## config.mk

```make
export PLATFORM = sky130hd
export DESIGN_NAME = mux_arb_nto1
export DESIGN_NICKNAME = d
export VERILOG_FILES = /design/src/rtl/mux_pkg.sv /design/src/rtl/rr_pick.sv /design/src/rtl/mux_arb_nto1.sv
export SDC_FILE = /design/constraint.sdc
export NUM_CORES = 1
export LEC_CHECK = 0
export ABC_AREA = 1
export CORE_MARGIN = 4
export CORE_UTILIZATION = 33
export CTS_CLUSTER_DIAMETER = 60
export DETAILED_ROUTE_END_ITERATION = 10
export PLACE_DENSITY = 0.77
export SETUP_SLACK_MARGIN = 0.05
export SLEW_MARGIN = 5
export SYNTH_ARGS = -nofsm -noshare
export SYNTH_HDL_FRONTEND = slang
export SYNTH_HIERARCHICAL = 1
export SYNTH_SLANG_ARGS = --single-unit
```

## constraint.sdc

```tcl
create_clock -name clk -period 1.2 [get_ports clk]
set_input_delay 0.24 -clock clk [delete_from_list [all_inputs] [get_ports clk]]
set_output_delay 0.24 -clock clk [all_outputs]
set_load 0.01 [all_outputs]
```

## src/rtl/mux_pkg.sv

```systemverilog
// Shared constants and elaboration helpers for the N-to-1 arbitrating mux.
package mux_pkg;

  localparam int MODE_SEL = 0;
  localparam int MODE_RR  = 1;

  typedef enum logic {
    ST_EMPTY = 1'b0,
    ST_FULL  = 1'b1
  } out_state_e;

  function automatic int clog2(input int n);
    int r;
    r = 0;
    for (int i = 0; i < 31; i++) begin
      if ((1 << i) < n) r = i + 1;
    end
    return r;
  endfunction

  // A single-bit select is kept even for degenerate channel counts.
  function automatic int sel_width(input int n);
    return (clog2(n) > 1) ? clog2(n) : 1;
  endfunction

endpackage

```

## src/rtl/rr_pick.sv

```systemverilog
// Round-robin search: first valid channel at or after ptr, wrapping at NCH.
// Purely combinational; found=0 when no channel is valid.
module rr_pick #(
  parameter int NCH  = 4,
  parameter int SELW = 2
) (
  input  logic [NCH-1:0]  in_valid,
  input  logic [SELW-1:0] ptr,
  output logic [SELW-1:0] index,
  output logic            found
);

  // One spare bit so ptr+off never overflows before the explicit wrap.
  function automatic logic [SELW-1:0] wrap_add(input logic [SELW-1:0] base,
                                               input int unsigned     off);
    logic [SELW:0] s;
    s = {1'b0, base} + (SELW+1)'(off);
    if (s >= (SELW+1)'(NCH)) s = s - (SELW+1)'(NCH);
    return s[SELW-1:0];
  endfunction

  logic [SELW-1:0] cand;

  // Scan from the farthest offset down so the nearest valid channel wins last.
  always_comb begin
    index = '0;
    found = 1'b0;
    cand  = '0;
    for (int k = NCH - 1; k >= 0; k--) begin
      cand = wrap_add(ptr, int'(k));
      if (in_valid[cand]) begin
        index = cand;
        found = 1'b1;
      end
    end
  end

endmodule

```

## src/rtl/mux_arb_nto1.sv

```systemverilog
// N-to-1 mux with select-driven or round-robin arbitration into a single
// output register; one-cycle latency, full throughput, holds under backpressure.
module mux_arb_nto1
  import mux_pkg::*;
#(
  parameter  int WIDTH = 4,
  parameter  int NCH   = 4,
  parameter  int MODE  = 0,
  localparam int SELW  = sel_width(NCH)
) (
  input  logic                 clk,
  input  logic                 rst_n,
  input  logic [NCH*WIDTH-1:0] in_data,
  input  logic [NCH-1:0]       in_valid,
  output logic [NCH-1:0]       in_ready,
  input  logic [SELW-1:0]      sel,
  output logic [WIDTH-1:0]     out_data,
  output logic                 out_valid,
  input  logic                 out_ready,
  output logic [SELW-1:0]      grant
);

  localparam int VW = 1 << SELW;

  out_state_e      state_q, state_d;
  logic [WIDTH-1:0] out_data_q, out_data_d;
  logic [SELW-1:0]  grant_q, grant_d;
  logic [SELW-1:0]  ptr_q, ptr_d;

  logic             load_en;
  logic             xfer;
  logic             cand_ok;
  logic [SELW-1:0]  cand_idx;
  logic [WIDTH-1:0] cand_data;

  if (MODE == MODE_RR) begin : g_rr
    rr_pick #(
      .NCH  (NCH),
      .SELW (SELW)
    ) u_rr_pick (
      .in_valid (in_valid),
      .ptr      (ptr_q),
      .index    (cand_idx),
      .found    (cand_ok)
    );
    logic unused_sel;
    assign unused_sel = ^sel;
  end else begin : g_sel
    // Zero padding makes out-of-range selects read as "not valid".
    logic [VW-1:0] valid_pad;
    assign valid_pad = VW'(in_valid);
    assign cand_idx  = sel;
    assign cand_ok   = valid_pad[sel];
  end

  always_comb begin
    cand_data = '0;
    for (int i = 0; i < NCH; i++) begin
      if (cand_idx == SELW'(i)) cand_data = in_data[i*WIDTH +: WIDTH];
    end
  end

  // rst_n gates xfer so in_ready stays low throughout reset.
  assign load_en = (state_q == ST_EMPTY) || out_ready;
  assign xfer    = rst_n && load_en && cand_ok;

  always_comb begin
    for (int i = 0; i < NCH; i++) begin
      in_ready[i] = xfer && (cand_idx == SELW'(i));
    end
  end

  always_comb begin
    state_d    = state_q;
    out_data_d = out_data_q;
    grant_d    = grant_q;
    ptr_d      = ptr_q;
    if (xfer) begin
      state_d    = ST_FULL;
      out_data_d = cand_data;
      grant_d    = cand_idx;
      if (MODE == MODE_RR) begin
        ptr_d = (cand_idx == SELW'(NCH - 1)) ? '0 : cand_idx + SELW'(1);
      end
    end else if (out_ready) begin
      state_d = ST_EMPTY;
    end
  end

  always_ff @(posedge clk or negedge rst_n) begin
    if (!rst_n) begin
      state_q    <= ST_EMPTY;
      out_data_q <= '0;
      grant_q    <= '0;
      ptr_q      <= '0;
    end else begin
      state_q    <= state_d;
      out_data_q <= out_data_d;
      grant_q    <= grant_d;
      ptr_q      <= ptr_d;
    end
  end

  assign out_valid = (state_q == ST_FULL);
  assign out_data  = out_data_q;
  assign grant     = grant_q;

endmodule
```

======== Word level (Yosys, flattened, before mapping) ========
Cells that the tools add are included.
Widths: inputs -> output; s select.
word-level totals
  bits in registers ....................... 7
  input bits .............................. 25
  word-level logic and storage cells ...... 25
cells by class
  order comparisons ....................... 1
  eq/ne operators ......................... 3
  mux-type cells .......................... 8
  bitwise gates (word level) .............. 1
  reductions and logical operators ........ 9
operators with widths
  cell                count
  $mux 4              4
  $logic_and 1x1->1   6
  $eq 2x2->1 const B  2
  $lt 2x3->1 const B  1
  $mux 1              3
  $bmux 1 s2          1
  $eq 2x1->1 const B  1
  $logic_not 2->1     1
  $reduce_bool 2->1   1
  $logic_or 1x1->1    1
  $not 1->1           1

======== Depth between registers and ports, before layout ========
  word-level depth ........................ 5
  depth in mapped cells ................... 8

======== Least setup slack after synthesis ========
OpenSTA, ideal clock, no wires.
  path kind ............................... reg2out
  start ................................... register state_q, in the netlist out_valid
  end ..................................... output in_ready[0]
  arrival time ............................ 0.984 ns
  path slack .............................. -0.024 ns
  stages on the path, launching flop included .. 6
  buffers on the path ..................... 0
  cells stage by stage .................... dfrtp_1 -> inv_2 -> o21ai_1 -> inv_1 -> nand2_2 -> nor2_1
between the ends
  longest elaborated chain between the ends .. 5
RTL lines
  element                          line                RTL
  start: declaration               mux_arb_nto1.sv:25  out_state_e state_q, state_d;
  start signal: assignment         mux_arb_nto1.sv:97  state_q <= state_d;
  $not 1->1                        mux_arb_nto1.sv:64  assign load_en = (state_q == ST_EMPTY) || out_ready;
  $logic_or 1x1->1                 mux_arb_nto1.sv:64
  $logic_and 1x1->1 (2 in series)  mux_arb_nto1.sv:65  assign xfer = rst_n && load_en && cand_ok;
  $logic_and 1x1->1                mux_arb_nto1.sv:69  in_ready[i] = xfer && (cand_idx == SELW'(i));
  end: declaration                 mux_arb_nto1.sv:15  output logic [NCH-1:0] in_ready,
Every way passes these cells.

======== Worst setup path after layout ========
Same ends and word-level chain as after synthesis.

==> flow_metrics.py <==
metrics = {
    "sta": {
        "maxSlewHeadroom_pct": 88.35,
        "fmax_ghz": 0.7135,
        "period_share_pct": 116.8,
        "setup_viol": 4,
        "rsz0062_at_grt": "true",
        "drv_slew": 0,
        "worstMarginPinSlew_ns": 0.1745,
        "min_period_ns": 1.402,
        "worst_hold_slack_ns": 0.06220,
        "clock_skew_ns": 0.006080,
        "finalHoldViolCount": 0,
        "setup_ws_ns": -0.2016,
    },
    "power_and_ir_drop": {
        "ir_worst_vdd_mv": 0.6071,
        "power_density_nw_per_um2": 906.3,
        "p_leak_nw": 0.5277,
    },
    "routing": {
        "drt-met1-wl_um": 720,
        "drc": 0,
        "dr.max_layer_used": "met4",
        "initialDrtViolationCount": 5,
        "wl_met2_mm": 1.014,
        "wirelength_mm": 1.812,
        "vias": 706,
        "routed_via_density": 4.675,
        "firstDrtPassIters": 3,
        "routedWlPerCell_um": 12.00,
        "ant_nets": 0,
        "met3_length_um": 68,
    },
    "setup_path": {
        "crit_family": "flip-flops",
        "start_kind": "register",
        "path_common_cell": "inv_2",
        "cp_data_required_time_ns": 0.96,
        "path_max_fanout": 3,
        "cp.arrival_ns": 1.16,
        "path_depth": 6,
        "crit_path_cell_trace": "inv_2 -> o21ai_2 -> inv_2 -> nand2_2 -> nor2_2 -> buf_2",
        "critPathKind": "register to output pin",
        "regToRegEndpoint": "grant[0]",
        "cp-end-kind": "output pin",
        "cp_num_buf_inv": 3,
        "r2r_cells": 8,
        "cp_slowest_stage_delay_ns": 0.39,
        "r2r_slack_ns": 0.07,
        "slowest_stage": "dfrtp_1",
        "crit-reg2reg-launch": "out_valid",
    },
    "die": {
        "dieArea_um2": 2204,
        "start_util_pct": 36.63,
        "ios": 36,
        "core_area_um2": 1366,
        "die_h_um": 46.95,
        "die_w_um": 46.95,
        "num_rows": 13,
    },
    "flow_run": {
        "maxCapViolations": 0,
    },
    "logic_synthesis": {
        "syn_inst": 80,
        "syn_area_um2": 500.5,
        "synth_cell_type_count": 12,
        "ys_ff_latch": 7,
        "yosys.area.top_type": "dfrtp_1",
        "synth_top_cell_area_share_pct": 35.00,
        "avgSynthCellArea_um2": 6.256,
        "syn_nets": 105,
        "yosys-top-cells-area": "dfrtp_1, nand2_1, nand3_1, nand4_1, buf_6",
        "yosysWarnings": 6,
        "ys_seq_area_share_pct": 35.00,
    },
    "cts": {
        "path_clk_slew_ns": 0.06,
        "numCtsBuffers": 3,
        "clkLatencyLatePin_ns": 0.25,
        "htreeDepth": 1,
        "cts_tree": "built",
        "cts_buffer_depth": 2,
        "clock_sinks": 7,
        "cts_root_buf": "clkbuf_4",
    },
    "outcome": {
        "violations": "negative setup slack",
        "run_status": "finished, violations left",
    },
    "place": {
        "io_buffer_count": 35,
        "placed_cells": 142,
        "place_congestion": 0.7841,
        "hpwl_mm": 1.417,
    },
    "worst_hold_path": {
        "hold_path.class": "input pin to async pin",
    },
    "layout": {
        "drive_above_1_share_pct": 35.29,
        "nNetsFinal": 162,
        "nFillCells": 126,
        "fin_cells": 151,
        "area_growth_pct": 102.2,
        "antennaDiodeCount": 0,
    },
    "global_route": {
        "grt_max_degree": 12,
        "grt_pass1_vias": 711,
        "grt_pass1_wl_mm": 2.877,
        "overflow": 0,
        "antenna_found_initial": 0,
        "gr-usage-all-layers_pct": 18.94,
    },
}
==> Yosys cell counts (all sizes together) <==
cell type / number
buf: 2
dfrtp: 7
inv: 6
nand2: 42
nand3: 9
nand4: 4
nor2: 8
o21ai: 2
==> layout by cell type (no fill, tap or decap) <==
master / n
dlygate4sd2_1: 7
nor2_1: 1
clkbuf_4: 3
nor2_2: 6
nand3_2: 2
inv_1: 1
nand4_1: 4
clkdlybuf4s15_2: 1
clkdlybuf4s15_1: 4
dfrtp_1: 7
clkbuf_1: 1
nor2_4: 1
nand2_1: 39
buf_2: 4
nand3_1: 7
o21ai_2: 1
nand2_2: 3
inv_2: 5
clkdlybuf4s50_1: 16
clkbuf_2: 3
buf_6: 2
buf_4: 17
o21ai_1: 1
==> registers in the layout, summed over array words and instances (netlist names) <==
signal     count
out_valid      1
grant          2
out_data       4
==> repair_timing <==
| action | in CTS | in global routing |
|---|---|---|
| pin swaps | 6 | 1 |
| buffers inserted | 4 | 3 |
| resized for setup | 42 | 13 |
| endpoints found under the setup margin | 18 | 15 |
| hold buffers | 0 | 0 |
==> layer usage <==
metal | GRT usage (%) | vias to the layer above
met2 | 36.04 | 15
met1 | 20.14 | 323
li1 | - | 366
met4 | 3.315 | 0
met3 | 6.513 | 2
met5 | 0 | -
==> stage by stage <==
stage                     TNS, ns  instance area (um2)  setup slack [ns]  utilization (%)  total power [mW]
after floorplan                 0                504.2           0.04365                -            0.4672
after global placement     -6.121                955.9           -0.8131            69.96            0.7189
after detailed placement   -6.602                955.9           -0.8718            69.96            0.7258
after CTS                 -0.7862                984.7           -0.2152            72.07            0.9141
after global routing       -1.052                 1012           -0.2735            74.08            0.9794
final                     -0.7582                 1012           -0.2016            74.08            0.9174
==> worst register-to-register path, cell delays in order (launching register included) <==
cell and delay [ns]:
dfrtp_1 0.39, inv_2 0.07, o21ai_2 0.06, inv_2 0.09, nand3_2 0.07, buf_4 0.13, buf_4 0.12, buf_4 0.12
nand2_1 0.05
==> layout make-up <==
class / count / area [um2] / area share, %
well taps: 15 / 18.77 / 1.854
multi-input cells: 65 / 311.5 / 30.78
repair buffers: 54 / 457.9 / 45.24
clock buffers: 4 / 26.28 / 2.596
flip-flops and latches: 7 / 175.2 / 17.31
inverters: 6 / 22.52 / 2.225
==> where the power goes <==
part	switching, mW	internal [mW]	leakage, nW
combinational	0.178	0.209	0.425
clock	0.0841	0.127	0.0150
sequential	0.0309	0.289	0.0879
==> cells by family after synthesis <==
logic type	count (synthesis)	share of synthesized area (%)
DFF	7	35.00
buffers and inverters	8	8.999
and+or+nand+nor	63	54.00
AOI/OAI and AO/OA	2	2.000
==> worst max path at each step <==
stage	from	endpoint	slack (ns)
2_1_floorplan	out_valid	in_ready[0]	0.04
3_3_place_gp	sel[0]	in_ready[3]	-0.81
3_5_place_dp	sel[0]	in_ready[2]	-0.87
4_1_cts	out_valid	in_ready[0]	-0.22
5_1_grt	out_valid	in_ready[0]	-0.27
6_report	out_valid	in_ready[0]	-0.20
(Power assumes the default switching activity.)
